### config.mk
export PLATFORM = sky130hd
export DESIGN_NAME = instr_stream_loader
export DESIGN_NICKNAME = d
export VERILOG_FILES = /design/src/rtl/instr_stream_loader.sv
export SDC_FILE = /design/constraint.sdc
export NUM_CORES = 1
export LEC_CHECK = 0
export CAP_MARGIN = 20
export CORE_MARGIN = 2
export CORE_UTILIZATION = 40
export CTS_BUF_LIST = sky130_fd_sc_hd__clkbuf_2 sky130_fd_sc_hd__clkbuf_4 sky130_fd_sc_hd__clkbuf_8
export DETAILED_ROUTE_END_ITERATION = 6
export PLACE_DENSITY = 0.69
export SLEW_MARGIN = 40
export SYNTH_ARGS = -nofsm -noshare
export SYNTH_HDL_FRONTEND = slang
export SYNTH_SLANG_ARGS = --single-unit
export TNS_END_PERCENT = 10
### constraint.sdc
create_clock -name clk -period 3 [get_ports clk]
set_input_delay 0.3 -clock clk [delete_from_list [all_inputs] [get_ports clk]]
set_output_delay 0.3 -clock clk [all_outputs]
set_load 0.02 [all_outputs]
### src/rtl/instr_stream_loader.sv
// instr_stream_loader: packs a host byte stream (valid/ready/last) into write
// windows of up to WIN bytes for the instruction memory write port. It keeps a
// shadow copy of the memory write pointer and stalls while the ring is full.
// Optional header check enabled by defining INSTR_LOADER_MAGIC_CHECK_EN.
module instr_stream_loader #(
  parameter int WIN         = 4,
  parameter int LOG_WIN     = 2,
  parameter int ADDR_W      = 8,
  parameter int DEPTH       = 256,
  parameter int WR_PTR_INIT = 200
) (
  input  logic                 clk,
  input  logic                 rst_n,
  input  logic [7:0]           s_data,
  input  logic                 s_valid,
  input  logic                 s_last,
  output logic                 s_ready,
  input  logic [ADDR_W-1:0]    rd_ptr,
  output logic                 we,
  output logic [LOG_WIN-1:0]   wr_shift_minusone,
  output logic [WIN*8-1:0]     wr_data,
  output logic [ADDR_W-1:0]    wr_ptr,
  output logic                 load_done,
  input  logic                 clear,
  output logic                 magic_err
);

  typedef enum logic [1:0] {FILL, FLUSH, WAIT_SPACE, DONE} state_e;

  localparam int unsigned PTR_MASK = DEPTH - 1;

  state_e                 state_q, state_d;
  logic [LOG_WIN:0]       cnt_q, cnt_d;
  logic [WIN-1:0][7:0]    win_q, win_d;
  logic                   last_q, last_d;
  logic [ADDR_W-1:0]      wr_ptr_q, wr_ptr_d;
  logic                   armed_q;
  logic                   accept;
  logic                   drop;
  logic                   fits;
  logic [ADDR_W-1:0]      space;

  assign accept = s_valid & s_ready;
  // One slot is always held back so a full ring never looks empty to the reader.
  assign space  = (rd_ptr - wr_ptr_q - ADDR_W'(1)) & ADDR_W'(PTR_MASK);
  assign fits   = space >= ADDR_W'(cnt_q);
  assign wr_ptr = wr_ptr_q;

`ifdef INSTR_LOADER_MAGIC_CHECK_EN
  logic [2:0] mcnt_q, mcnt_d;
  logic       merr_q, merr_d;
  logic [7:0] exp_byte;
  logic       bad;

  // Header check: compare the first four bytes, flag short streams too.
  always_comb begin
    case (mcnt_q)
      3'd0:    exp_byte = 8'h00;
      3'd1:    exp_byte = 8'h61;
      3'd2:    exp_byte = 8'h73;
      default: exp_byte = 8'h6D;
    endcase
    bad    = accept && (mcnt_q < 3'd4) &&
             ((s_data != exp_byte) || (s_last && mcnt_q != 3'd3));
    mcnt_d = mcnt_q;
    merr_d = merr_q;
    if (state_q == DONE && clear) begin
      mcnt_d = '0;
      merr_d = 1'b0;
    end else begin
      if (accept && mcnt_q < 3'd4) mcnt_d = mcnt_q + 3'd1;
      if (bad) merr_d = 1'b1;
    end
  end

  // Header check state.
  always_ff @(posedge clk or negedge rst_n) begin
    if (!rst_n) begin
      mcnt_q <= '0;
      merr_q <= 1'b0;
    end else begin
      mcnt_q <= mcnt_d;
      merr_q <= merr_d;
    end
  end

  // Once the header is bad every byte is swallowed, including the open window.
  assign drop      = merr_q | bad;
  assign magic_err = merr_q;
`else
  assign drop      = 1'b0;
  assign magic_err = 1'b0;
`endif

  // State and datapath registers.
  always_ff @(posedge clk or negedge rst_n) begin
    if (!rst_n) begin
      state_q  <= FILL;
      cnt_q    <= '0;
      win_q    <= '0;
      last_q   <= 1'b0;
      wr_ptr_q <= ADDR_W'(WR_PTR_INIT);
      armed_q  <= 1'b0;
    end else begin
      state_q  <= state_d;
      cnt_q    <= cnt_d;
      win_q    <= win_d;
      last_q   <= last_d;
      wr_ptr_q <= wr_ptr_d;
      armed_q  <= 1'b1;
    end
  end

  // Next state: collect bytes, then flush when the ring has room.
  always_comb begin
    state_d  = state_q;
    cnt_d    = cnt_q;
    win_d    = win_q;
    last_d   = last_q;
    wr_ptr_d = wr_ptr_q;
    case (state_q)
      FILL: begin
        if (accept) begin
          if (drop) begin
            cnt_d = '0;
            win_d = '0;
            if (s_last) state_d = DONE;
          end else begin
            win_d[cnt_q[LOG_WIN-1:0]] = s_data;
            cnt_d  = cnt_q + (LOG_WIN+1)'(1);
            last_d = s_last;
            if (cnt_q == (LOG_WIN+1)'(WIN-1) || s_last) state_d = FLUSH;
          end
        end
      end
      FLUSH, WAIT_SPACE: begin
        if (fits) begin
          wr_ptr_d = (wr_ptr_q + ADDR_W'(cnt_q)) & ADDR_W'(PTR_MASK);
          cnt_d    = '0;
          win_d    = '0;
          last_d   = 1'b0;
          state_d  = last_q ? DONE : FILL;
        end else begin
          state_d  = WAIT_SPACE;
        end
      end
      DONE: begin
        if (clear) state_d = FILL;
      end
      default: state_d = FILL;
    endcase
  end

  // Outputs: the write beat is combinational in the flush cycle that has room.
  always_comb begin
    s_ready           = armed_q && (state_q == FILL);
    load_done         = (state_q == DONE);
    we                = 1'b0;
    wr_shift_minusone = '0;
    wr_data           = '0;
    if ((state_q == FLUSH || state_q == WAIT_SPACE) && fits) begin
      we                = 1'b1;
      wr_shift_minusone = LOG_WIN'(cnt_q - (LOG_WIN+1)'(1));
      for (int j = 0; j < WIN; j++) begin
        if ((LOG_WIN+1)'(j) < cnt_q) wr_data[j*8 +: 8] = win_q[j];
      end
    end
  end

endmodule

==> results of run 1 <==
## placed cells by master (no fill, tap or decap), drive strengths merged, types with 3 or more instances in the layout
cell | synthesis | layout
a21oi | 10 | 10
o21a | 3 | 3
o21ai | 47 | 47
nor2 | 10 | 10
clkdlybuf4s50 | 0 | 28
ha | 19 | 19
and3 | 9 | 9
nor4 | 3 | 3
a21o | 3 | 3
xor2 | 4 | 4
dfrtp | 44 | 44
xnor2 | 6 | 6
inv | 23 | 23
nor2b | 3 | 3
nor3b | 8 | 8
nand2 | 73 | 73
and2 | 22 | 22
clkbuf | 6 | 5
dfstp | 3 | 3
buf | 7 | 75
## logic make-up after synthesis
family,after synthesis,share of synthesized area [%]
adder cells (fa/ha/maj),21,9.66
AND/OR/NAND/NOR,137,23.9
XOR/XNOR,10,3.05
buffers and inverters,36,5.35
multiplexers,1,0.392
AO/OA/AOI/OAI,76,16.3
flip-flops,47,41.0
other,2,0.261
## worst paths after layout
path,end,slack (ns),depth (start not counted)
max,wr_data[5],-0.28,13
min,win_q[11],-0.002,1
max reg2reg,state_q[0],-0.05,15
min reg2reg,win_q[16],0.49,2
max in group asynchronous,wr_ptr[0],2.55,1
min in group clk,win_q[16],0.49,2
## stage by stage
stage,TNS (ns),hold slack [ns],setup slack (ns)
floorplan,-0.0193,0.00441,-0.00241
global placement,-30.53,0.466,-0.814
detailed placement,-35.46,0.350,-0.888
CTS,-12.83,0.0201,-0.399
global route,-14.91,0.0444,-0.379
finish,-8.64,-0.00222,-0.281
## power groups by stage
stage	Clock [mW]	Combinational (mW)	Sequential (mW)
after global placement	0	1.38	0.807
after global routing	0.500	1.89	0.818
after floorplan	0	0.829	0.845
after CTS	0.480	1.65	0.803
after detailed placement	0	1.41	0.813
final	0.471	1.73	0.806
## area by class of cell
type | instances | area share, %
timing repair buffer | 104 | 22.8
multi-input combinational | 247 | 41.1
sequential | 47 | 28.3
clock buffer | 5 | 1.65
clock inverter | 3 | 1.05
tap | 96 | 2.87
inverter | 23 | 2.24
## what timing repair did
item | 4_1_cts | 5_1_grt
buffers inserted | 4 | 1
endpoints found under the setup margin | 35 | 79
pin swaps | 25 | 38
resized for setup | 214 | 45
endpoints found under the hold margin | 0 | 0
## registers in the layout (all words and copies together), names as in the netlist
register / cells
win_q: 32
wr_ptr: 8
cnt_q: 3
state_q: 2
armed_q: 1
last_q: 1
## routing by layer
metal | track usage [%] | up-vias | share of wire, % | wire (um)
met5 | 0 | - | 0 | 0
met4 | 4.13 | 0 | 1.1 | 87
met3 | 3.36 | 8 | 4.5 | 341
met2 | 33.1 | 68 | 49 | 3770
met1 | 27.8 | 1274 | 45 | 3460
li1 | - | 1301 | - | -
## worst reg2reg max path: cells and delay by family (launching register included)
family                   cells  cell delay [ns]
AND/OR/NAND/NOR              1             0.33
flip-flops                   1             0.42
buffers and inverters        6             0.70
XOR/XNOR                     1             0.15
AO/OA/AOI/OAI                4             0.55
adder cells (fa/ha/maj)      3             0.80
==> impl_metrics.prom, run 1 <==
# TYPE chip_impl_metric gauge
chip_impl_info{name="result_of_the_run",value="finished, violations left"} 1
chip_impl_info{name="failed_checks",value="hold timing, setup timing"} 1
chip_impl_info{name="endpoint_kind",value="primary output"} 1
chip_impl_metric{name="timing.max_slew.rel_slack",unit="%"} 40.3
chip_impl_metric{name="grt_util_all_layers",unit="%"} 20.0
chip_impl_metric{name="die_w",unit="um"} 88.8
chip_impl_metric{name="globalRoute.totalOverflow",unit=""} 0
chip_impl_metric{name="layout_worst_path_cycle_share",unit="%"} 109
chip_impl_metric{name="place.gp.congestion",unit=""} 0.786
chip_impl_metric{name="detail_route.vias_per_cell",unit=""} 5.05
chip_impl_metric{name="timing_worst_slew_pin_value",unit="ns"} 0.886
chip_impl_info{name="hold_class",value="primary input to async pin"} 1
chip_impl_metric{name="drt_iter0_markers",unit=""} 124
chip_impl_metric{name="fin_skew",unit="ns"} 0.0148
chip_impl_metric{name="p_sw_share",unit="%"} 41.6
chip_impl_metric{name="post_synth_num_cell_types",unit=""} 46
chip_impl_metric{name="synth-edff-count",unit=""} 0
chip_impl_metric{name="number_of_buffers_created_by_cts",unit=""} 5
chip_impl_info{name="regToRegStartpoint",value="wr_ptr[0]"} 1
chip_impl_metric{name="clock_tree.htree_level_count",unit=""} 2
chip_impl_metric{name="ant_nets",unit=""} 0
chip_impl_metric{name="pint",unit="mW"} 1.76
chip_impl_metric{name="placeableCoreArea",unit="um2"} 6870
chip_impl_metric{name="power",unit="mW"} 3.01
chip_impl_metric{name="timing.critical_path.fanout_max",unit=""} 8
chip_impl_metric{name="final_hold_violation_count",unit=""} 3
chip_impl_metric{name="timing.final.setup_violations",unit=""} 37
chip_impl_metric{name="largest_stage_delay_worst_path",unit="ns"} 0.42
chip_impl_metric{name="cellPowerDensity",unit="nW/um2"} 719
chip_impl_info{name="slowest_stage",value="sky130_fd_sc_hd__dfrtp_2"} 1
chip_impl_metric{name="num-nets-final",unit=""} 470
chip_impl_metric{name="netlist_instances",unit=""} 330
chip_impl_metric{name="cp.buffers_inverters",unit=""} 4
chip_impl_metric{name="layout.core_utilization",unit="%"} 60.9
chip_impl_metric{name="final_period_minus_worst_setup_slack",unit="ns"} 3.28
chip_impl_info{name="setup.worst_path.start_class",value="flip-flop"} 1
chip_impl_metric{name="worst_skew_pair.late_latency",unit="ns"} 0.30
chip_impl_metric{name="share_seq_of_total_power",unit="%"} 26.8
chip_impl_metric{name="ys_ff_latch",unit=""} 47
chip_impl_info{name="critPathKind",value="flip-flop to primary output"} 1
chip_impl_metric{name="power.switching",unit="mW"} 1.25
chip_impl_metric{name="postSynthNetCount",unit=""} 372
chip_impl_metric{name="num_vias",unit=""} 2651
chip_impl_metric{name="clock_slew_at_reported_path_ffs",unit="ns"} 0.10
chip_impl_metric{name="hold_slack",unit="ns"} -0.00222
chip_impl_metric{name="timing.critical_path.required",unit="ns"} 2.70
chip_impl_metric{name="die-height",unit="um"} 88.8
chip_impl_info{name="synth.top_cells.by_count",value="73 x sky130_fd_sc_hd__nand2_1, 44 x sky130_fd_sc_hd__dfrtp_1, 41 x sky130_fd_sc_hd__o21ai_0"} 1
chip_impl_metric{name="power.static_leakage",unit="nW"} 2.08
chip_impl_metric{name="area.sequential",unit="um2"} 1180
chip_impl_metric{name="grt_antenna_before_repair",unit=""} 0
chip_impl_metric{name="minimum_setup_slack_in_the_final_design",unit="ns"} -0.281
chip_impl_metric{name="multiInputGateArea",unit="um2"} 1720
chip_impl_metric{name="drv.max_cap_violation_count",unit=""} 0
chip_impl_info{name="synth_most_common_cell",value="sky130_fd_sc_hd__nand2_1"} 1
chip_impl_metric{name="filler_cell_count",unit=""} 591
chip_impl_metric{name="seq_area_frac_synth",unit="%"} 41.0
chip_impl_metric{name="area_growth",unit="%"} 45.4
chip_impl_metric{name="drt_wl_total",unit="mm"} 7.66
chip_impl_metric{name="clock_power_share",unit="%"} 15.7
chip_impl_metric{name="placed_cell_area",unit="um2"} 3890
chip_impl_metric{name="slew_viol_final",unit=""} 0
chip_impl_metric{name="placement_rows",unit=""} 30
chip_impl_metric{name="ir_drop",unit="uV"} 385
chip_impl_info{name="yosysTopAreaCell",value="sky130_fd_sc_hd__dfrtp_1"} 1
chip_impl_metric{name="wire_length_of_the_first_global_routing_pass",unit="mm"} 12.3
chip_impl_metric{name="avgSynthCellArea",unit="um2"} 8.71
chip_impl_info{name="synth_top_area_cells",value="sky130_fd_sc_hd__dfrtp_1 38%, sky130_fd_sc_hd__nand2_1 9.5%, sky130_fd_sc_hd__ha_1 8.3%"} 1
chip_impl_metric{name="area_of_the_mapped_netlist",unit="um2"} 2880
chip_impl_info{name="ys.flop_type",value="sky130_fd_sc_hd__dfrtp_1"} 1
chip_impl_metric{name="fmax",unit="GHz"} 0.305
chip_impl_metric{name="worstPathArrival",unit="ns"} 2.98
chip_impl_metric{name="post_route_cells_drive_above_1_share",unit="%"} 31.9
chip_impl_metric{name="clock_sinks",unit=""} 47
chip_impl_metric{name="netlist.area_leader.share",unit="%"} 38.3
chip_impl_metric{name="ys_warn_count",unit=""} 0
chip_impl_info{name="clockRootBuffer",value="sky130_fd_sc_hd__clkbuf_8"} 1
chip_impl_metric{name="combinationalPowerShare",unit="%"} 57.5
chip_impl_metric{name="first_global_vias",unit=""} 2507
chip_impl_info{name="path_common_cell",value="sky130_fd_sc_hd__inv_2"} 1
chip_impl_metric{name="pin_count_of_the_biggest_net_entering_global_routing",unit=""} 48
chip_impl_metric{name="post-dp-hpwl",unit="mm"} 5.40
chip_impl_info{name="critical-path-top-delay-family",value="adder cells"} 1
chip_impl_metric{name="drt_pass1_iterations",unit=""} 4
chip_impl_metric{name="avgRoutedWirePerCell",unit="um"} 14.6
chip_impl_metric{name="final_cell_area",unit="um2"} 4180
chip_impl_info{name="timing.critical_path.from",value="wr_ptr[0]"} 1
chip_impl_metric{name="die_area",unit="um2"} 7880
chip_impl_metric{name="layout.cells.non_filler",unit=""} 525
chip_impl_info{name="path_cells",value="inv_2 > ha_4 > inv_2 > fa_2 > xnor2_2 > ha_1 > a21oi_2 > o2111ai_2 > o41ai_4 > buf_6 > a21oi_4 > and2_1 > buf_2"} 1
chip_impl_metric{name="num_antenna_cells",unit=""} 0
chip_impl_metric{name="floorplan.initialDensity",unit="%"} 41.9
chip_impl_metric{name="ios",unit=""} 67
chip_impl_metric{name="deepest_clock_path_buffer_count",unit=""} 2
chip_impl_metric{name="post_cts_hold_buffer_count",unit=""} 0
chip_impl_info{name="setup_repair_after_global_routing_missed_its_margin",value="yes"} 1
chip_impl_metric{name="drcViolationCount",unit=""} 0
chip_impl_metric{name="place.detailed.instances",unit=""} 512
chip_impl_info{name="tritoncts",value="done"} 1
chip_impl_metric{name="asyncSetResetFlopFracSynth",unit="%"} 100
chip_impl_metric{name="port_buffers",unit=""} 65
No activity file was read; power rests on OpenSTA's default activity.
==> inputs of run 2 (changes only) <==
--- a/config.mk
+++ b/config.mk
@@ -7,10 +7,10 @@
 export LEC_CHECK = 0
 export CAP_MARGIN = 20
 export CORE_MARGIN = 2
-export CORE_UTILIZATION = 40
+export CORE_UTILIZATION = 30
 export CTS_BUF_LIST = sky130_fd_sc_hd__clkbuf_2 sky130_fd_sc_hd__clkbuf_4 sky130_fd_sc_hd__clkbuf_8
 export DETAILED_ROUTE_END_ITERATION = 6
-export PLACE_DENSITY = 0.69
+export HOLD_SLACK_MARGIN = 0.02
 export SLEW_MARGIN = 40
 export SYNTH_ARGS = -nofsm -noshare
 export SYNTH_HDL_FRONTEND = slang
==> constraint.sdc (replaced) <==
create_clock -name clk -period 3 [get_ports clk]
set_input_delay 0.3 -clock clk [delete_from_list [all_inputs] [get_ports clk]]
set_output_delay 0.3 -clock clk [all_outputs]
set_load 0.005 [all_outputs]
==> impl_metrics.prom, run 2 (synthesis gave the netlist of run 1 again) <==
# TYPE chip_impl_metric gauge
chip_impl_metric{name="ant_nets",unit=""} 0
chip_impl_info{name="timing.critical_path.from",value="rd_ptr[0]"} 1
chip_impl_metric{name="area_growth",unit="%"} 44.4
chip_impl_metric{name="cellPowerDensity",unit="nW/um2"} 711
chip_impl_metric{name="timing.critical_path.required",unit="ns"} 2.70
chip_impl_metric{name="worst-r2r-setup-slack",unit="ns"} -0.03
chip_impl_info{name="biggest_register",value="win_q"} 1
chip_impl_metric{name="placeableCoreArea",unit="um2"} 9280
chip_impl_metric{name="timing.final.setup_violations",unit=""} 36
chip_impl_metric{name="grt_util_all_layers",unit="%"} 15.7
chip_impl_metric{name="floorplan.initialDensity",unit="%"} 31.0
chip_impl_metric{name="detail_route.vias_per_cell",unit=""} 4.68
chip_impl_info{name="result_of_the_run",value="finished, violations left"} 1
chip_impl_metric{name="fin_skew",unit="ns"} 0.0130
chip_impl_metric{name="layout_worst_path_cycle_share",unit="%"} 115
chip_impl_metric{name="largest_stage_delay_worst_path",unit="ns"} 0.46
chip_impl_info{name="setup.worst_path.start_class",value="primary input"} 1
chip_impl_metric{name="num-nets-final",unit=""} 478
chip_impl_metric{name="post-dp-hpwl",unit="mm"} 5.76
chip_impl_info{name="clockRootBuffer",value="sky130_fd_sc_hd__clkbuf_8"} 1
chip_impl_metric{name="ios",unit=""} 67
chip_impl_info{name="worstReg2RegEnd",value="wr_ptr[0]"} 1
chip_impl_info{name="path_cells",value="clkdlybuf4s50_1 > ha_2 > inv_2 > fa_2 > xnor2_2 > ha_1 > a21oi_2 > o2111ai_2 > o41ai_4 > buf_4 > clkinvlp_4 > buf_6 > and3_4 > buf_6"} 1
chip_impl_metric{name="drv.max_cap_violation_count",unit=""} 0
chip_impl_metric{name="final_cell_area",unit="um2"} 4150
chip_impl_metric{name="post_route_cells_drive_above_1_share",unit="%"} 28.4
chip_impl_metric{name="wire_length_of_the_first_global_routing_pass",unit="mm"} 13.2
chip_impl_metric{name="drt_iter0_markers",unit=""} 132
chip_impl_metric{name="die_w",unit="um"} 102
chip_impl_info{name="setup_repair_after_global_routing_missed_its_margin",value="yes"} 1
chip_impl_metric{name="worst_skew_pair.late_latency",unit="ns"} 0.31
chip_impl_metric{name="drt_wl_total",unit="mm"} 7.76
chip_impl_metric{name="final_hold_violation_count",unit=""} 0
chip_impl_metric{name="deepest_clock_path_buffer_count",unit=""} 2
chip_impl_metric{name="final_period_minus_worst_setup_slack",unit="ns"} 3.44
chip_impl_info{name="layout.cells.most_common_list",value="73 x sky130_fd_sc_hd__nand2_1, 43 x sky130_fd_sc_hd__dfrtp_1, 38 x sky130_fd_sc_hd__buf_4"} 1
chip_impl_metric{name="minimum_setup_slack_in_the_final_design",unit="ns"} -0.437
chip_impl_metric{name="port_buffers",unit=""} 65
chip_impl_info{name="tritoncts",value="done"} 1
chip_impl_info{name="hold_path.startpoint",value="win_q[21]"} 1
chip_impl_metric{name="die_area",unit="um2"} 10400
chip_impl_metric{name="num_vias",unit=""} 2650
chip_impl_metric{name="clock_slew_at_reported_path_ffs",unit="ns"} 0.09
chip_impl_metric{name="die-height",unit="um"} 102
chip_impl_metric{name="layout.core_utilization",unit="%"} 44.7
chip_impl_metric{name="num_antenna_cells",unit=""} 0
chip_impl_metric{name="drt_pass1_iterations",unit=""} 4
chip_impl_info{name="path_common_cell",value="sky130_fd_sc_hd__buf_6"} 1
chip_impl_metric{name="clock_tree.htree_level_count",unit=""} 2
chip_impl_metric{name="globalRoute.totalOverflow",unit=""} 0
chip_impl_info{name="failed_checks",value="setup timing"} 1
chip_impl_metric{name="timing.critical_path.fanout_max",unit=""} 4
chip_impl_metric{name="hold_depth",unit=""} 2
chip_impl_metric{name="place.gp.congestion",unit=""} 0.764
chip_impl_info{name="holdPathEnd",value="win_q[21]"} 1
chip_impl_metric{name="placement_rows",unit=""} 35
chip_impl_metric{name="clock_sinks",unit=""} 47
chip_impl_metric{name="reg2regPathDepth",unit=""} 14
chip_impl_metric{name="drcViolationCount",unit=""} 0
chip_impl_info{name="endpoint_kind",value="primary output"} 1
chip_impl_metric{name="ir_drop",unit="uV"} 254
chip_impl_metric{name="placed_cell_area",unit="um2"} 3910
chip_impl_info{name="slowest_stage",value="sky130_fd_sc_hd__clkdlybuf4s50_1"} 1
chip_impl_metric{name="pin_count_of_the_biggest_net_entering_global_routing",unit=""} 48
chip_impl_metric{name="grt_antenna_before_repair",unit=""} 0
chip_impl_metric{name="largest_reg_flops",unit=""} 32
chip_impl_metric{name="first_global_vias",unit=""} 2716
chip_impl_metric{name="slew_viol_final",unit=""} 0
chip_impl_metric{name="power",unit="mW"} 2.95
chip_impl_metric{name="number_of_buffers_created_by_cts",unit=""} 5
chip_impl_metric{name="timing_worst_slew_pin_value",unit="ns"} 0.792
chip_impl_info{name="hold_class",value="flip-flop to flip-flop"} 1
chip_impl_metric{name="fin_setup_tns",unit="ns"} -11.39
chip_impl_info{name="critPathKind",value="primary input to primary output"} 1
chip_impl_info{name="most_common_cell_after_layout_fill_and_taps_aside",value="sky130_fd_sc_hd__nand2_1"} 1
chip_impl_metric{name="worstPathArrival",unit="ns"} 3.14
chip_impl_metric{name="timing.max_slew.rel_slack",unit="%"} 46.7
chip_impl_metric{name="fmax",unit="GHz"} 0.291
chip_impl_info{name="regToRegStartpoint",value="wr_ptr[0]"} 1
chip_impl_metric{name="power.static_leakage",unit="nW"} 2.08
chip_impl_metric{name="avgRoutedWirePerCell",unit="um"} 13.7
## run 2: worst max path at each step
stage,to
5_1_grt,wr_data[25]
4_1_cts,wr_data[24]
2_1_floorplan,wr_data[10]
6_report,wr_data[24]
3_5_place_dp,wr_data[5]
3_3_place_gp,wr_data[5]
## run 2: timing repair
item,in CTS,in global routing
hold buffers,1,0
gates resized for setup,125,58
endpoints found under the setup margin,36,81
pin swaps,17,31
setup buffers,11,0
hold endpoints to repair,16,0
## run 2: stage by stage
stage | hold WS (ns) | std cells | setup slack (ns)
after floorplan | 0.00441 | 330 | -0.0165
after global placement | 0.472 | 548 | -0.826
after detailed placement | 0.354 | 548 | -1.00
after CTS | 0.509 | 566 | -0.646
after global routing | 0.524 | 566 | -0.590
final | 0.495 | 566 | -0.437
## run 2: final cells by class
class                           count  area (um2)
Inverter                           23        90.1
Timing Repair Buffer              112         957
Tap cell                          129         161
Clock inverter                      3        47.5
Multi-Input combinational cell    247        1650
Fill cell                         920        5130
Clock buffer                        5        68.8
Sequential cell                    47        1180
## run 2: metal layers
layer	share of wire, %	vias to the layer above	routed length [um]	track usage [%]
li1	-	1322	-	-
met1	49	1266	3810	22.6
met2	47	56	3620	25.3
met3	3.1	6	243	2.12
met4	1.2	0	91	3.79
met5	0	-	0	0
## run 2: where the power goes
part | internal (mW) | switching, mW | total [mW]
clock network | 0.253 | 0.233 | 0.486
registers | 0.743 | 0.0628 | 0.806
logic | 0.808 | 0.849 | 1.66
total | 1.80 | 1.15 | 2.95
## run 2: worst max-delay path, delay by kind of cell
family / cells / cell delay, ns
AND/OR/NAND/NOR: 1 / 0.17
XOR/XNOR: 1 / 0.14
AO/OA/AOI/OAI: 3 / 0.60
buffers and inverters: 6 / 1.08
adder cells (fa/ha/maj): 3 / 0.83
==> edit, RTL diff (flow settings as in run 2) <==
Re-encode `state_e` (4 states) as one-hot, 4 bits wide.
--- a/src/rtl/instr_stream_loader.sv
+++ b/src/rtl/instr_stream_loader.sv
@@ -25,7 +25,7 @@
   output logic                 magic_err
 );
 
-  typedef enum logic [1:0] {FILL, FLUSH, WAIT_SPACE, DONE} state_e;
+  typedef enum logic [3:0] {FILL = 4'b0001, FLUSH = 4'b0010, WAIT_SPACE = 4'b0100, DONE = 4'b1000} state_e;
 
   localparam int unsigned PTR_MASK = DEPTH - 1;
 
Formal check against the unedited RTL: same outputs for any inputs over 10 cycles, from zero or initial values and one cycle with rst_n low; not proved beyond that.
==> edit against run 2 <==
The run still ends with negative setup slack left. Worst hold slack worse by 0.49 ns. Combinational power shrank 24%. Via count increased by 0.98%. Setup slack lost 0.18 ns. Sequential power is 28% higher. First-iteration DRC count down 30%. Final area rose by 2.9%. Clock power shrank 1%. Final cell count fell by 1.4%. Sequential cell count grew 2. Routed wire length grew 7.1%. Area after synthesis decreased by 0.17%. Count of clock-buffer cells in the layout did not move. Power is 6.1% lower. Critical endpoint is now wr_data[15]. Largest power group unchanged.
==> edit: results (changes against run 2) <==
[outcome]
outcome = complete, but fails checks
violations = negative setup slack

[sta]
setup_violations = 59  ; +64%
fin_worst_skew_ns = 0.01261  ; -0.0003631 ns
postLayoutSetupSlackWorst_ns = -0.6169  ; -0.1801 ns
relSlewSlack_pct = 57.37  ; +11 points
hold_ws_ns = 0.005871  ; -0.4894 ns
fin_tns_setup_ns = -22.09  ; -10.70 ns

[synthesis]
syn_inst = 324  ; -1.8%
syn-num-nets = 364  ; -2.2%
muxShareOfSynthArea_pct = 1.831  ; +1.4 points
synthXorXnorAreaFrac_pct = 3.967  ; +0.92 points
synth_seq_area_share_pct = 42.89  ; +1.9 points
synthAdderAreaFrac_pct = 8.806  ; -0.85 points

[power_and_ir_drop]
total_power_mw = 2.770  ; -6.1%
switching_share_pct = 37.69  ; -1.1 points
pg_clk_mw = 0.480  ; -1%
leakagePower_nw = 2.289  ; +10%
vdd_drop_max_mv = 0.2914  ; +15%

[cts]
hold_buffers = 0  ; -1
post_cts_resized = 19  ; -85%
cts_setup_buffers = 0  ; -11

[drt]
first_iter_violations = 93  ; -30%
viasPerCell = 4.796  ; +2.4%
wl_per_cell_um = 14.89  ; +8.6%

[global_routing]
grtUsageMet1_pct = 20.97  ; -1.6 points
first_global_vias = 2500  ; -8.0%
grt_pass1_wl_um = 12250  ; -7.3%
gr-usage-met2_pct = 24.85  ; -0.40 points

[placement]
dp_hpwl_um = 5715  ; -0.87%
place_worst_setup_slack_ns = -0.7117  ; +0.2889 ns
place.gp.congestion = 0.8279  ; +8.4%

[final_layout]
final_nets = 468  ; -2.1%
drive_above_1_share_pct = 27.04  ; -1.3 points

[hold_path]
holdCritPathClass = input port to asynchronous set/reset pin

[critical_path]
crit_fanout = 8  ; +4

-- edit: changes by cell type after synthesis, moves of 6 or more --
cell,run 2,this run
and2_1,22,5
and3_1,1,32
and3_2,8,0
nor3b_1,8,2
o21ai_0,41,35
-- edit: critical path, stage by stage (launching register included) --
cell       delay, ns
dfrtp_1         0.40
inv_2           0.08
ha_4            0.12
inv_2           0.04
fa_2            0.56
inv_2           0.05
ha_4            0.23
o21ai_1         0.13
a21oi_1         0.05
a211o_1         0.26
nor4_4          0.30
a21oi_4         0.12
buf_6           0.14
buf_6           0.11
clkbuf_16       0.15
and3_4          0.17
buf_6           0.11
-- edit: routing by layer --
layer / part of all wire, % / vias up
li1: - / 1309
met1: 45 / 1276
met2: 47 / 83
met3: 6.6 / 8
met4: 0.91 / 0
met5: 0 / -
-- edit: final timing paths --
kind	cells after the start	endpoint	start
worst max-delay path	16	wr_data[15]	wr_ptr[0]
worst min-delay path	1	win_q[11]	rst_n
worst max register to register	18	win_q[1]	wr_ptr[0]
worst min register to register	1	state_q[0]	last_q
max in group asynchronous	1	wr_ptr[0]	rst_n
min in group clk	1	state_q[0]	last_q
-- edit: kinds of logic after synthesis --
| group | after synthesis |
|---|---|
| AOI/OAI and AO/OA | 60 |
| xor gates and xnor gates | 13 |
| adders and majority gates | 19 |
| buffers and inverters | 33 |
| DFF | 49 |
| muxes | 5 |
| other | 2 |
| and+or+nand+nor | 143 |
-- edit: cell type report --
type | count | area [um2]
Timing Repair Buffer | 112 | 1071
Tap cell | 129 | 161.4
Clock inverter | 3 | 43.79
Sequential cell | 49 | 1231
Fill cell | 906 | 4967
Multi-Input combinational cell | 242 | 1629
Clock buffer | 5 | 68.82
Inverter | 18 | 67.56
